===== src/rtl/s1196_eval_ctrl_if.sv =====
// Requester handshakes, shared-cone operand/result and status of the s1196 evaluation controller.
// Pure wiring: no latency of its own.
// Backpressure lives in reqN_ready; the slave side is the controller.
interface s1196_eval_ctrl_if;
    logic        req0_valid;
    logic [17:0] req0_vec;
    logic        req0_ready;
    logic        req1_valid;
    logic [17:0] req1_vec;
    logic        req1_ready;
    logic [17:0] cone_vec;
    logic        cone_en;
    logic        cone_out;
    logic        rsp_valid;
    logic        rsp_id;
    logic        rsp_bit;
    logic [15:0] sig;
    logic [15:0] eval_cnt;
    logic        busy;

    modport slave (
        input  req0_valid, req0_vec, req1_valid, req1_vec, cone_out,
        output req0_ready, req1_ready, cone_vec, cone_en,
               rsp_valid, rsp_id, rsp_bit, sig, eval_cnt, busy
    );

    modport master (
        output req0_valid, req0_vec, req1_valid, req1_vec, cone_out,
        input  req0_ready, req1_ready, cone_vec, cone_en,
               rsp_valid, rsp_id, rsp_bit, sig, eval_cnt, busy
    );
endinterface


===== src/rtl/s1196_eval_ctrl.sv =====
// Arbitrates two requesters onto one shared s1196 G542 cone and returns the sampled result with a MISR signature.
// Latency: accept at T, cone_en over T+1..T+SETTLE_CYC, rsp_valid at T+SETTLE_CYC+1.
// Backpressure: ready only in IDLE for the granted requester; others wait with ready low.
module s1196_eval_ctrl #(
    parameter int SETTLE_CYC = 2
) (
    input  logic              CK,
    input  logic              RST,
    s1196_eval_ctrl_if.slave  bus
);
    typedef enum logic [1:0] {IDLE = 2'd0, SETTLE = 2'd1, RESP = 2'd2} state_t;

    localparam logic [3:0] LAST_CNT = 4'(SETTLE_CYC - 1);

    state_t      state_q, state_d;
    logic [3:0]  cnt_q, cnt_d;
    logic [17:0] cone_vec_q, cone_vec_d;
    logic        rsp_id_q, rsp_id_d;
    logic        rsp_bit_q, rsp_bit_d;
    logic        last_grant_q, last_grant_d;
    logic [15:0] sig_q, sig_d;
    logic [15:0] eval_cnt_q, eval_cnt_d;
    logic        gnt0, gnt1;
    logic        fb;

    // Grant: single requester wins outright, a tie goes to the one not served last; nothing during reset.
    always_comb begin
        gnt0 = 1'b0;
        gnt1 = 1'b0;
        if (state_q == IDLE && !RST) begin
            if (bus.req0_valid && bus.req1_valid) begin
                gnt0 = last_grant_q;
                gnt1 = !last_grant_q;
            end else begin
                gnt0 = bus.req0_valid;
                gnt1 = bus.req1_valid;
            end
        end
    end

    // Next state: load operand on acceptance, count settle cycles, capture result and signature on the last one.
    always_comb begin
        state_d      = state_q;
        cnt_d        = cnt_q;
        cone_vec_d   = cone_vec_q;
        rsp_id_d     = rsp_id_q;
        rsp_bit_d    = rsp_bit_q;
        last_grant_d = last_grant_q;
        sig_d        = sig_q;
        eval_cnt_d   = eval_cnt_q;
        fb           = sig_q[15] ^ sig_q[14] ^ sig_q[12] ^ sig_q[3] ^ bus.cone_out;
        case (state_q)
            IDLE: begin
                if (gnt0 || gnt1) begin
                    cone_vec_d   = gnt1 ? bus.req1_vec : bus.req0_vec;
                    rsp_id_d     = gnt1;
                    last_grant_d = gnt1;
                    cnt_d        = 4'd0;
                    state_d      = SETTLE;
                end
            end
            SETTLE: begin
                if (cnt_q == LAST_CNT) begin
                    rsp_bit_d = bus.cone_out;
                    sig_d     = {sig_q[14:0], fb};
                    if (eval_cnt_q != 16'hFFFF) begin
                        eval_cnt_d = eval_cnt_q + 16'd1;
                    end
                    state_d = RESP;
                end else begin
                    cnt_d = cnt_q + 4'd1;
                end
            end
            RESP: begin
                state_d = IDLE;
            end
            default: begin
                state_d = IDLE;
            end
        endcase
    end

    // State registers; reset wins over any acceptance or capture in the same cycle.
    always_ff @(posedge CK) begin
        if (RST) begin
            state_q      <= IDLE;
            cnt_q        <= 4'd0;
            cone_vec_q   <= 18'd0;
            rsp_id_q     <= 1'b0;
            rsp_bit_q    <= 1'b0;
            last_grant_q <= 1'b1;
            sig_q        <= 16'h0000;
            eval_cnt_q   <= 16'h0000;
        end else begin
            state_q      <= state_d;
            cnt_q        <= cnt_d;
            cone_vec_q   <= cone_vec_d;
            rsp_id_q     <= rsp_id_d;
            rsp_bit_q    <= rsp_bit_d;
            last_grant_q <= last_grant_d;
            sig_q        <= sig_d;
            eval_cnt_q   <= eval_cnt_d;
        end
    end

    assign bus.req0_ready = gnt0;
    assign bus.req1_ready = gnt1;
    assign bus.cone_vec   = cone_vec_q;
    assign bus.cone_en    = (state_q == SETTLE);
    assign bus.rsp_valid  = (state_q == RESP);
    assign bus.rsp_id     = rsp_id_q;
    assign bus.rsp_bit    = rsp_bit_q;
    assign bus.sig        = sig_q;
    assign bus.eval_cnt   = eval_cnt_q;
    assign bus.busy       = (state_q != IDLE);
endmodule

===== src/flat_wrapper.sv =====
// flat-port wrapper written by rule: the top's interface ports become plain ports
module s1196_eval_ctrl_flat 
#(
    parameter int SETTLE_CYC = 2
)
  (CK, RST, bus_req0_valid, bus_req0_vec, bus_req1_valid, bus_req1_vec, bus_cone_out, bus_req0_ready, bus_req1_ready, bus_cone_vec, bus_cone_en, bus_rsp_valid, bus_rsp_id, bus_rsp_bit, bus_sig, bus_eval_cnt, bus_busy);
  s1196_eval_ctrl_if bus_i ();
  input  logic CK;
  input  logic RST;
  input wire logic [$bits(bus_i.req0_valid)-1:0] bus_req0_valid;
  input wire logic [$bits(bus_i.req0_vec)-1:0] bus_req0_vec;
  input wire logic [$bits(bus_i.req1_valid)-1:0] bus_req1_valid;
  input wire logic [$bits(bus_i.req1_vec)-1:0] bus_req1_vec;
  input wire logic [$bits(bus_i.cone_out)-1:0] bus_cone_out;
  output wire logic [$bits(bus_i.req0_ready)-1:0] bus_req0_ready;
  output wire logic [$bits(bus_i.req1_ready)-1:0] bus_req1_ready;
  output wire logic [$bits(bus_i.cone_vec)-1:0] bus_cone_vec;
  output wire logic [$bits(bus_i.cone_en)-1:0] bus_cone_en;
  output wire logic [$bits(bus_i.rsp_valid)-1:0] bus_rsp_valid;
  output wire logic [$bits(bus_i.rsp_id)-1:0] bus_rsp_id;
  output wire logic [$bits(bus_i.rsp_bit)-1:0] bus_rsp_bit;
  output wire logic [$bits(bus_i.sig)-1:0] bus_sig;
  output wire logic [$bits(bus_i.eval_cnt)-1:0] bus_eval_cnt;
  output wire logic [$bits(bus_i.busy)-1:0] bus_busy;
  assign bus_i.req0_valid = bus_req0_valid;
  assign bus_i.req0_vec = bus_req0_vec;
  assign bus_i.req1_valid = bus_req1_valid;
  assign bus_i.req1_vec = bus_req1_vec;
  assign bus_i.cone_out = bus_cone_out;
  assign bus_req0_ready = bus_i.req0_ready;
  assign bus_req1_ready = bus_i.req1_ready;
  assign bus_cone_vec = bus_i.cone_vec;
  assign bus_cone_en = bus_i.cone_en;
  assign bus_rsp_valid = bus_i.rsp_valid;
  assign bus_rsp_id = bus_i.rsp_id;
  assign bus_rsp_bit = bus_i.rsp_bit;
  assign bus_sig = bus_i.sig;
  assign bus_eval_cnt = bus_i.eval_cnt;
  assign bus_busy = bus_i.busy;
  s1196_eval_ctrl #(.SETTLE_CYC(SETTLE_CYC)) u_core (.CK(CK), .RST(RST), .bus(bus_i));
endmodule

===== config.mk =====
export PLATFORM = sky130hd
export DESIGN_NAME = s1196_eval_ctrl_flat
export DESIGN_NICKNAME = d
export VERILOG_FILES = /design/src/rtl/s1196_eval_ctrl_if.sv /design/src/rtl/s1196_eval_ctrl.sv /design/src/flat_wrapper.sv
export SDC_FILE = /design/constraint.sdc
export NUM_CORES = 1
export LEC_CHECK = 0
export CORE_MARGIN = 2
export CORE_UTILIZATION = 44
export DETAILED_ROUTE_END_ITERATION = 6
export PLACE_DENSITY_LB_ADDON = 0.05
export SYNTH_ARGS = -nofsm -noshare
export SYNTH_HDL_FRONTEND = slang
export SYNTH_SLANG_ARGS = --single-unit

===== constraint.sdc =====
create_clock -name CK -period 1.9 [get_ports CK]
set_input_delay 0.285 -clock CK [delete_from_list [all_inputs] [get_ports CK]]
set_output_delay 0.285 -clock CK [all_outputs]
set_load 0.01 [all_outputs]

# Yosys cells after proc, flatten, opt, wreduce, memory -nomap -nowiden
# Cells that the tools add are included.
[totals]
inputBits = 41
ff_bits = 59
[classes]
mux = 11
n_reduce_logical = 13
addsub = 2
eq_ne = 7
bitwise_logic = 4
[op_table]
columns = ["cell", "n"]
rows = [
  ["$mux 18", 1],
  ["$add 16x1->16 const B", 1],
  ["$ne 16x16->1 const B", 1],
  ["$mux 4", 2],
  ["$pmux 4 s2", 1],
  ["$reduce_and 2->1", 3],
  ["$reduce_and 3->1", 2],
  ["$add 4x1->4 const B", 1],
  ["$eq 4x1->1 const B", 1],
  ["$mux 1", 4],
  ["$mux 2", 2],
  ["$ne 2x2->1 const B", 2],
  ["$pmux 2 s2", 1],
  ["$reduce_bool 2->1", 2],
  ["$xor 1x1->1", 4],
  ["$eq 2x1->1 const B", 1],
  ["$eq 2x2->1 const B", 1],
  ["$logic_and 1x1->1", 2],
  ["$logic_not 1->1", 2],
  ["$logic_not 2->1", 1],
  ["$ne 2x1->1 const B", 1],
  ["$logic_or 1x1->1", 1],
]

# Depth between registers and ports, before layout
# Gate-level depths: netlist (run 1).
[depth]
ltp_word = 6
mapped_depth = 8

# Worst setup path before layout (run 1)
# OpenSTA, ideal clock, no wires.
[synth_path]
path_type = "register -> register"
startpoint = "register u_core.cnt_q[0]"
endpoint = "register u_core.eval_cnt_q[6], in the netlist u_core.bus.eval_cnt[6]"
t_required_ps = 1830
setup_time_ps = 70
n_path_buf = 1
setup_slack_ps = 223
synth_period_minus_slack_ps = 1677
t_arrival_ps = 1606
stages_incl_launch_ff = 7
path_cell_list = "dfxtp_1 ha_1 nor3b_4 nand2_2 buf_6 or4_1 a21oi_1"
[synth_via]
elab_chain_cells = 2
[synth_lines]
columns = ["item", "line", "rtl"]
rows = [
  ["start: declaration", "s1196_eval_ctrl.sv:16", "logic [3:0] cnt_q, cnt_d;"],
  ["start signal: assignment", "s1196_eval_ctrl.sv:96", "cnt_q <= cnt_d;"],
  ["$eq 4x1->1", "s1196_eval_ctrl.sv:63", "if (cnt_q == LAST_CNT) begin"],
  ["$reduce_and 3->1 (no line)", "-", ""],
  ["end signal: assignment", "s1196_eval_ctrl.sv:102", "eval_cnt_q <= eval_cnt_d;"],
  ["end: declaration", "s1196_eval_ctrl.sv:22", "logic [15:0] eval_cnt_q, eval_cnt_d;"],
]
# No other way between the ends.
# A chain may end at the register's enable or synchronous reset.

# Final worst setup path (run 1)
[layout_path]
startpoint = "register u_core.cnt_q[1]"
endpoint = "register u_core.eval_cnt_q[13], in the netlist u_core.bus.eval_cnt[13]"
# The elaborated chain is that of the path after synthesis.

==> results of run 1 <==
-- cell usage in the layout, fill, tap and decap left out, types with 3 or more instances in the layout --
| cell | Yosys | routed |
|---|---|---|
| clkdlybuf4s50_1 | 0 | 93 |
| dfxtp_1 | 59 | 57 |
| nand2_1 | 42 | 42 |
| a21oi_1 | 32 | 32 |
| nor2_1 | 22 | 22 |
| mux2i_1 | 18 | 18 |
| a211oi_1 | 18 | 18 |
| buf_4 | 2 | 14 |
| o31ai_1 | 11 | 11 |
| clkbuf_8 | 0 | 10 |
| or4_1 | 11 | 9 |
| inv_1 | 8 | 8 |
| nand3_1 | 7 | 7 |
| nand4_1 | 4 | 4 |
| xor2_1 | 3 | 3 |
| nor3_1 | 4 | 3 |
| and3_1 | 3 | 3 |
-- per-layer routing --
layer	GRT usage, %	share of wire, %	routed length, µm	up-vias
met5	0	0	0	-
met1	23.6	44	2890	1172
met2	31.1	48	3200	69
met3	7.03	6.7	439	6
li1	-	-	-	1298
met4	7.50	1.1	71	0
-- critical path: cells and delay by family, from the launching register on --
kind / cells / cell delay, ns
AOI/OAI and AO/OA: 1 / 0.14
adders and majority gates: 1 / 0.17
buffers and inverters: 2 / 0.23
DFF: 1 / 0.34
and+or+nand+nor: 3 / 0.89
-- sequential cells by signal (all words and copies together) (netlist names) --
signal / count
u_core.cnt_q: 4
u_core.state_q: 2
u_core.bus.rsp_id: 1
u_core.last_grant_q: 1
u_core.bus.rsp_bit: 1
u_core.bus.cone_vec: 18
u_core.bus.eval_cnt: 16
u_core.bus.sig: 16
-- repair_timing --
item                                    CTS  global route
pin swaps                                 1             0
endpoints found under the setup margin    2            15
endpoints found under the hold margin     0             0
setup buffers                             1             3
gates resized for setup                   4            10
-- kinds of logic (layout without fill, tap and decap cells) --
group	Yosys count	after routing	share of synthesized area, %
and+or+nand+nor	113	113	22.7
AOI/OAI and AO/OA	73	73	17.4
DFF	59	59	44.3
buffers and inverters	29	137	5.30
muxes	18	18	6.75
xor gates and xnor gates	5	5	2.16
adders and majority gates	3	3	1.41
-- path summary, 6_finish.rpt --
check / start / end / slack (ns) / cells after the start
worst min register to register: u_core.bus.rsp_bit / u_core.bus.rsp_bit / 0.45 / 2
worst max register to register: u_core.cnt_q[1] / u_core.bus.eval_cnt[13] / 0.06 / 7
worst min-delay path: u_core.bus.rsp_bit / u_core.bus.rsp_bit / 0.45 / 2
worst max-delay path: u_core.cnt_q[1] / u_core.bus.eval_cnt[13] / 0.06 / 7
-- power breakdown --
part           switching (mW)  total, mW  leakage, nW  internal, mW
combinational           0.338      0.725        0.980         0.386
clock                   0.481       1.12       0.0926         0.640
sequential             0.0506       1.37        0.480          1.32
-- area by class of cell --
class                           count  area share (%)
Multi-Input combinational cell    212            34.8
Sequential cell                    59            29.7
Timing Repair Buffer              113            27.5
Clock buffer                       12            3.64
Tap cell                           75            2.35
Clock inverter                      4            1.26
Inverter                            8           0.754
-- through the flow --
step	util, %	instances	setup TNS, ns	area [µm²]
3_5_place_dp	63.0	463	-0.0330	3710
2_1_floorplan	-	300	0	2670
4_1_cts	66.6	480	0	3920
5_1_grt	67.7	483	-0.135	3990
6_report	67.7	483	0	3990
3_3_place_gp	63.0	463	0	3710
==> run metrics, run 1 <==
Syn Std Cell Area=2670 µm²; most frequent cell after synthesis=dfxtp_1; RSZ-0062 raised after global routing=yes; fill cell count=512; Most used DFF post-synth=dfxtp_1; WL/cell=13.7 µm; worst skew pair latency=0.33 ns; HP Class=flop to flop; Die Ht=81.9 µm; DRC=0; nets@finish=447; crit path DAT=2.10 ns; status=complete, no violations; Post-synth ARST share=0%; CP Class=flop to flop; Ports=98; Final Cycle Share=96.8%; hpwl dp=4420 µm; first-pass GRT wire length=10100 µm; number of synthesized flops with an enable pin=0; Area Overhead vs Synth=49.3%; Netlist cell types=42; Synth Instances=300; Multi-input gate area=1390 µm²; largest net degree at the start of global routing=60; hold slack=0.453 ns; total gr overflow=0; DRT iter0 DRCs=92; Max VDD drop=530 µV; Initial Util=45.3%; CP max stage delay=0.50 ns; slack of the critical path=0.0615 ns; final setup skew=0.0104 ns; Vias=2545; Routed WL=6600 µm; Post-synth top cells=dfxtp_1 (59), nand2_1 (42), a21oi_1 (32); Yosys top cell area share=44.3%; CP required=2.16 ns; Critical-path top delay cell=or4_4; Cell Chain, Critical Path=inv_1, ha_2, nor3b_4, buf_4, nand4_4, or4_4, a21oi_1; Yosys reg bits=59; Worst-Margin Slew=0.632 ns; Crit. End Element=flop; register area=1180 µm²; yosys warns=0; main area contributors after synthesis=dfxtp_1 (44%), mux2i_1 (6.8%), a21oi_1 (6.0%), nand2_1 (5.9%), a211oi_1 (5.1%); Max FO, Critical Path=10; Mapped Avg Cell Area=8.90 µm²; H-tree Lvls=3; DIE AREA=6700 µm²; area leader, netlist=dfxtp_1; core footprint=5890 µm²; Setup WS pre-CTS=-0.0330 ns; Relative slew margins=57.9%; Startpoint Class=flop; share of cells above drive strength 1=11.3%; hold_buf cts=0; PD cells=807 nW/µm²; GPL Wtd Cong=0.767; Max Slew Vio Count=0; row count=28; drt pass-1 iters=4; post-synthesis sequential area ratio=44.3%; DRT antenna net count=0; vias in the first global route=2248; DIE WIDTH=81.9 µm; TritonCTS clock tree=done; CTS Buf Count=9; Design Power=3.21 mW; IO buf count=97; syn_nets=344; CTS sink count=59; Tmin final=1.84 ns; max cap viols=0; initial antenna violation count=0; Leakage=1.55 nW; Max clock buf depth=2; final setup fails=0; CTS Root Cell=clkbuf_8; ant diodes=0; vias per inst=5.27; Final Hold Violating Endpoints=0; clock-pin slew on the worst setup and hold paths=0.07 ns; Total Routing Usage GR=19.4%; maximum clock rate=544 MHz
No activity file was read; power rests on OpenSTA's default activity.
==> run 2, diff against run 1 <==
CORE_MARGIN = 1.5   (was 2)
CTS_CLUSTER_SIZE = 10   (was unset)
SETUP_SLACK_MARGIN = 0.4   (was unset)
==> run 2 against run 1 <==
Wire length increased by 15%. Register-to-register slack improved by 0.12 ns. Clock power increased by 17%.
==> run metrics, run 2 (same netlist as run 1, synthesis figures left out) <==
WL/cell=14.9 µm (+9.2%); GPL Wtd Cong=0.766 (-0.17%); DIE AREA=6540 µm² (-2.4%); max reg flops=18 (unchanged); DIE WIDTH=80.9 µm (-1.2%); status=complete, no violations; core footprint=5890 µm² (unchanged); slack of the critical path=0.177 ns (+0.116 ns); final setup fails=0 (unchanged); DRT iter0 DRCs=86 (-6.5%); CP required=2.17 ns (about the same); Crit. End Element=flop; Design Power=3.55 mW (+10%); max cap viols=0 (unchanged); total gr overflow=0 (unchanged); CP Class=flop to flop; Placed Area=3720 µm² (+0.24%); Initial Util=45.3% (unchanged); Final Hold Violating Endpoints=0 (unchanged); CTS sink count=59 (unchanged); DRT antenna net count=0 (unchanged); TritonCTS clock tree=done; Multi-input gate area=1590 µm² (+15%); share of cells above drive strength 1=28.1% (+17 points); DRC=0 (unchanged); Ports=98 (unchanged); PD cells=803 nW/µm² (-0.45%); hpwl dp=4260 µm (-3.7%); Hold Path End=u_core.bus.rsp_id; maximum clock rate=580 MHz (+6.7%); crit path DAT=1.99 ns (-0.11 ns); Die Ht=80.9 µm (-1.2%); most common cell after layout, fill and taps aside=dlygate4sd2_1; first-pass GRT wire length=11200 µm (+11%); Worst-Margin Slew=0.686 ns (+0.0536 ns); Relative slew margins=53.9% (-3.9 points); largest net degree at the start of global routing=60 (unchanged); hold slack=0.457 ns (+0.00443 ns); clock-pin slew on the worst setup and hold paths=0.07 ns (about the same); fill cell count=464 (-9.4%); Leakage=2.04 nW (+31%); ant diodes=0 (unchanged); Max clock buf depth=2 (unchanged); Tmin final=1.72 ns (-0.116 ns); worst flop-to-flop path endpoint=u_core.bus.eval_cnt[12]; RSZ-0062 raised after global routing=yes; H-tree Lvls=3 (unchanged); final setup skew=0.00721 ns (-0.00322 ns); drt pass-1 iters=4 (unchanged); HP Class=flop to flop; Setup WS pre-CTS=0.0154 ns (+0.0485 ns); register area=1220 µm² (+3.1%); Area Overhead vs Synth=65.7%; number of cells on the worst hold path=2 (unchanged); nets@finish=473 (+5.8%); vias per inst=5.32 (+1.0%); Post-Route Setup TNS=0 ns (unchanged); Hold Startpoint=u_core.bus.rsp_id; initial antenna violation count=0 (unchanged); RR Startpoint=u_core.cnt_q[1]; commonest non-fill, non-tap cells in the layout=dlygate4sd2_1 (50), nand2_1 (42), dfxtp_1 (40); Max VDD drop=611 µV (+15%); Total Routing Usage GR=22.0% (+2.7 points); row count=28 (unchanged); R2R Setup Slk=0.18 ns (+0.12 ns); vias in the first global route=2466 (+9.7%); Max FO, Critical Path=6 (-4); Vias=2710 (+6.5%); hold_buf cts=0 (unchanged); Startpoint Class=flop; post-route cell area=4420 µm² (+11%); Final Cycle Share=90.7% (-6.1 points); CTS Root Cell=clkbuf_8; Max Slew Vio Count=0 (unchanged); worst r2r path cells=7 (unchanged); worst skew pair latency=0.34 ns (about the same); CTS Buf Count=9 (unchanged); Routed WL=7590 µm (+15%); IO buf count=97 (unchanged)
run 2: changes by cell type in the layout (fill, tap and decap cells not counted), sizes merged:
cell and delta:
dlymetal6s2s +2, buf +28, bufinv +1, clkinvlp -2
clkinv +2, dlygate4sd2 +49, clkdlybuf4s50 -55, nand2 +1
run 2: worst max-delay path by stage:
stage / from / end / slack [ns] / cells after the start
floorplan: u_core.cnt_q[0] / u_core.bus.eval_cnt[6] / 0.28 / 6
finish: u_core.cnt_q[1] / u_core.bus.eval_cnt[12] / 0.18 / 7
global placement: bus_req1_valid / bus_req0_ready / 0.03 / 4
global route: u_core.cnt_q[1] / u_core.bus.eval_cnt[12] / 0.10 / 7
CTS: u_core.state_q[1] / bus_req1_ready / 0.21 / 5
detailed placement: bus_req1_valid / bus_req0_ready / 0.02 / 4
run 2: cell type report:
class	count	area share, %
multi-input combinational	213	35.9
timing repair buffer	138	28.6
sequential	59	27.6
clock buffer	11	3.42
tap	75	2.12
clock inverter	5	1.70
inverter	8	0.679
run 2: routing by layer:
layer / vias up / global-route usage (%) / share of wire, %
li1: 1344 / - / -
met3: 8 / 7.87 / 5.4
met5: - / 0 / 0
met1: 1289 / 25.8 / 42
met4: 0 / 6.55 / 1.1
met2: 69 / 37.7 / 51
run 2: critical path: stages (launching register included):
cell and delay, ns:
dfxtp_2 0.32, inv_2 0.05, ha_4 0.12, nor3b_4 0.22
buf_6 0.15, nand4_4 0.11, or4_4 0.55, a21oi_2 0.13
run 2: through the flow:
stage	utilization (%)	instances
2_1_floorplan	-	300
3_3_place_gp	63.1	460
3_5_place_dp	63.1	460
4_1_cts	71.9	497
5_1_grt	75.1	509
6_report	75.1	509
run 2: timing repair:
item | in CTS | in global routing
buffers inserted | 19 | 8
setup endpoints to repair | 105 | 63
pin swaps | 24 | 8
cloned | 2 | 4
gates resized for setup | 114 | 38
run 2: where the power goes:
part / internal [mW] / switching [mW]
Clock: 0.803 / 0.505
Combinational: 0.452 / 0.417
Sequential: 1.32 / 0.0547
Total: 2.57 / 0.977
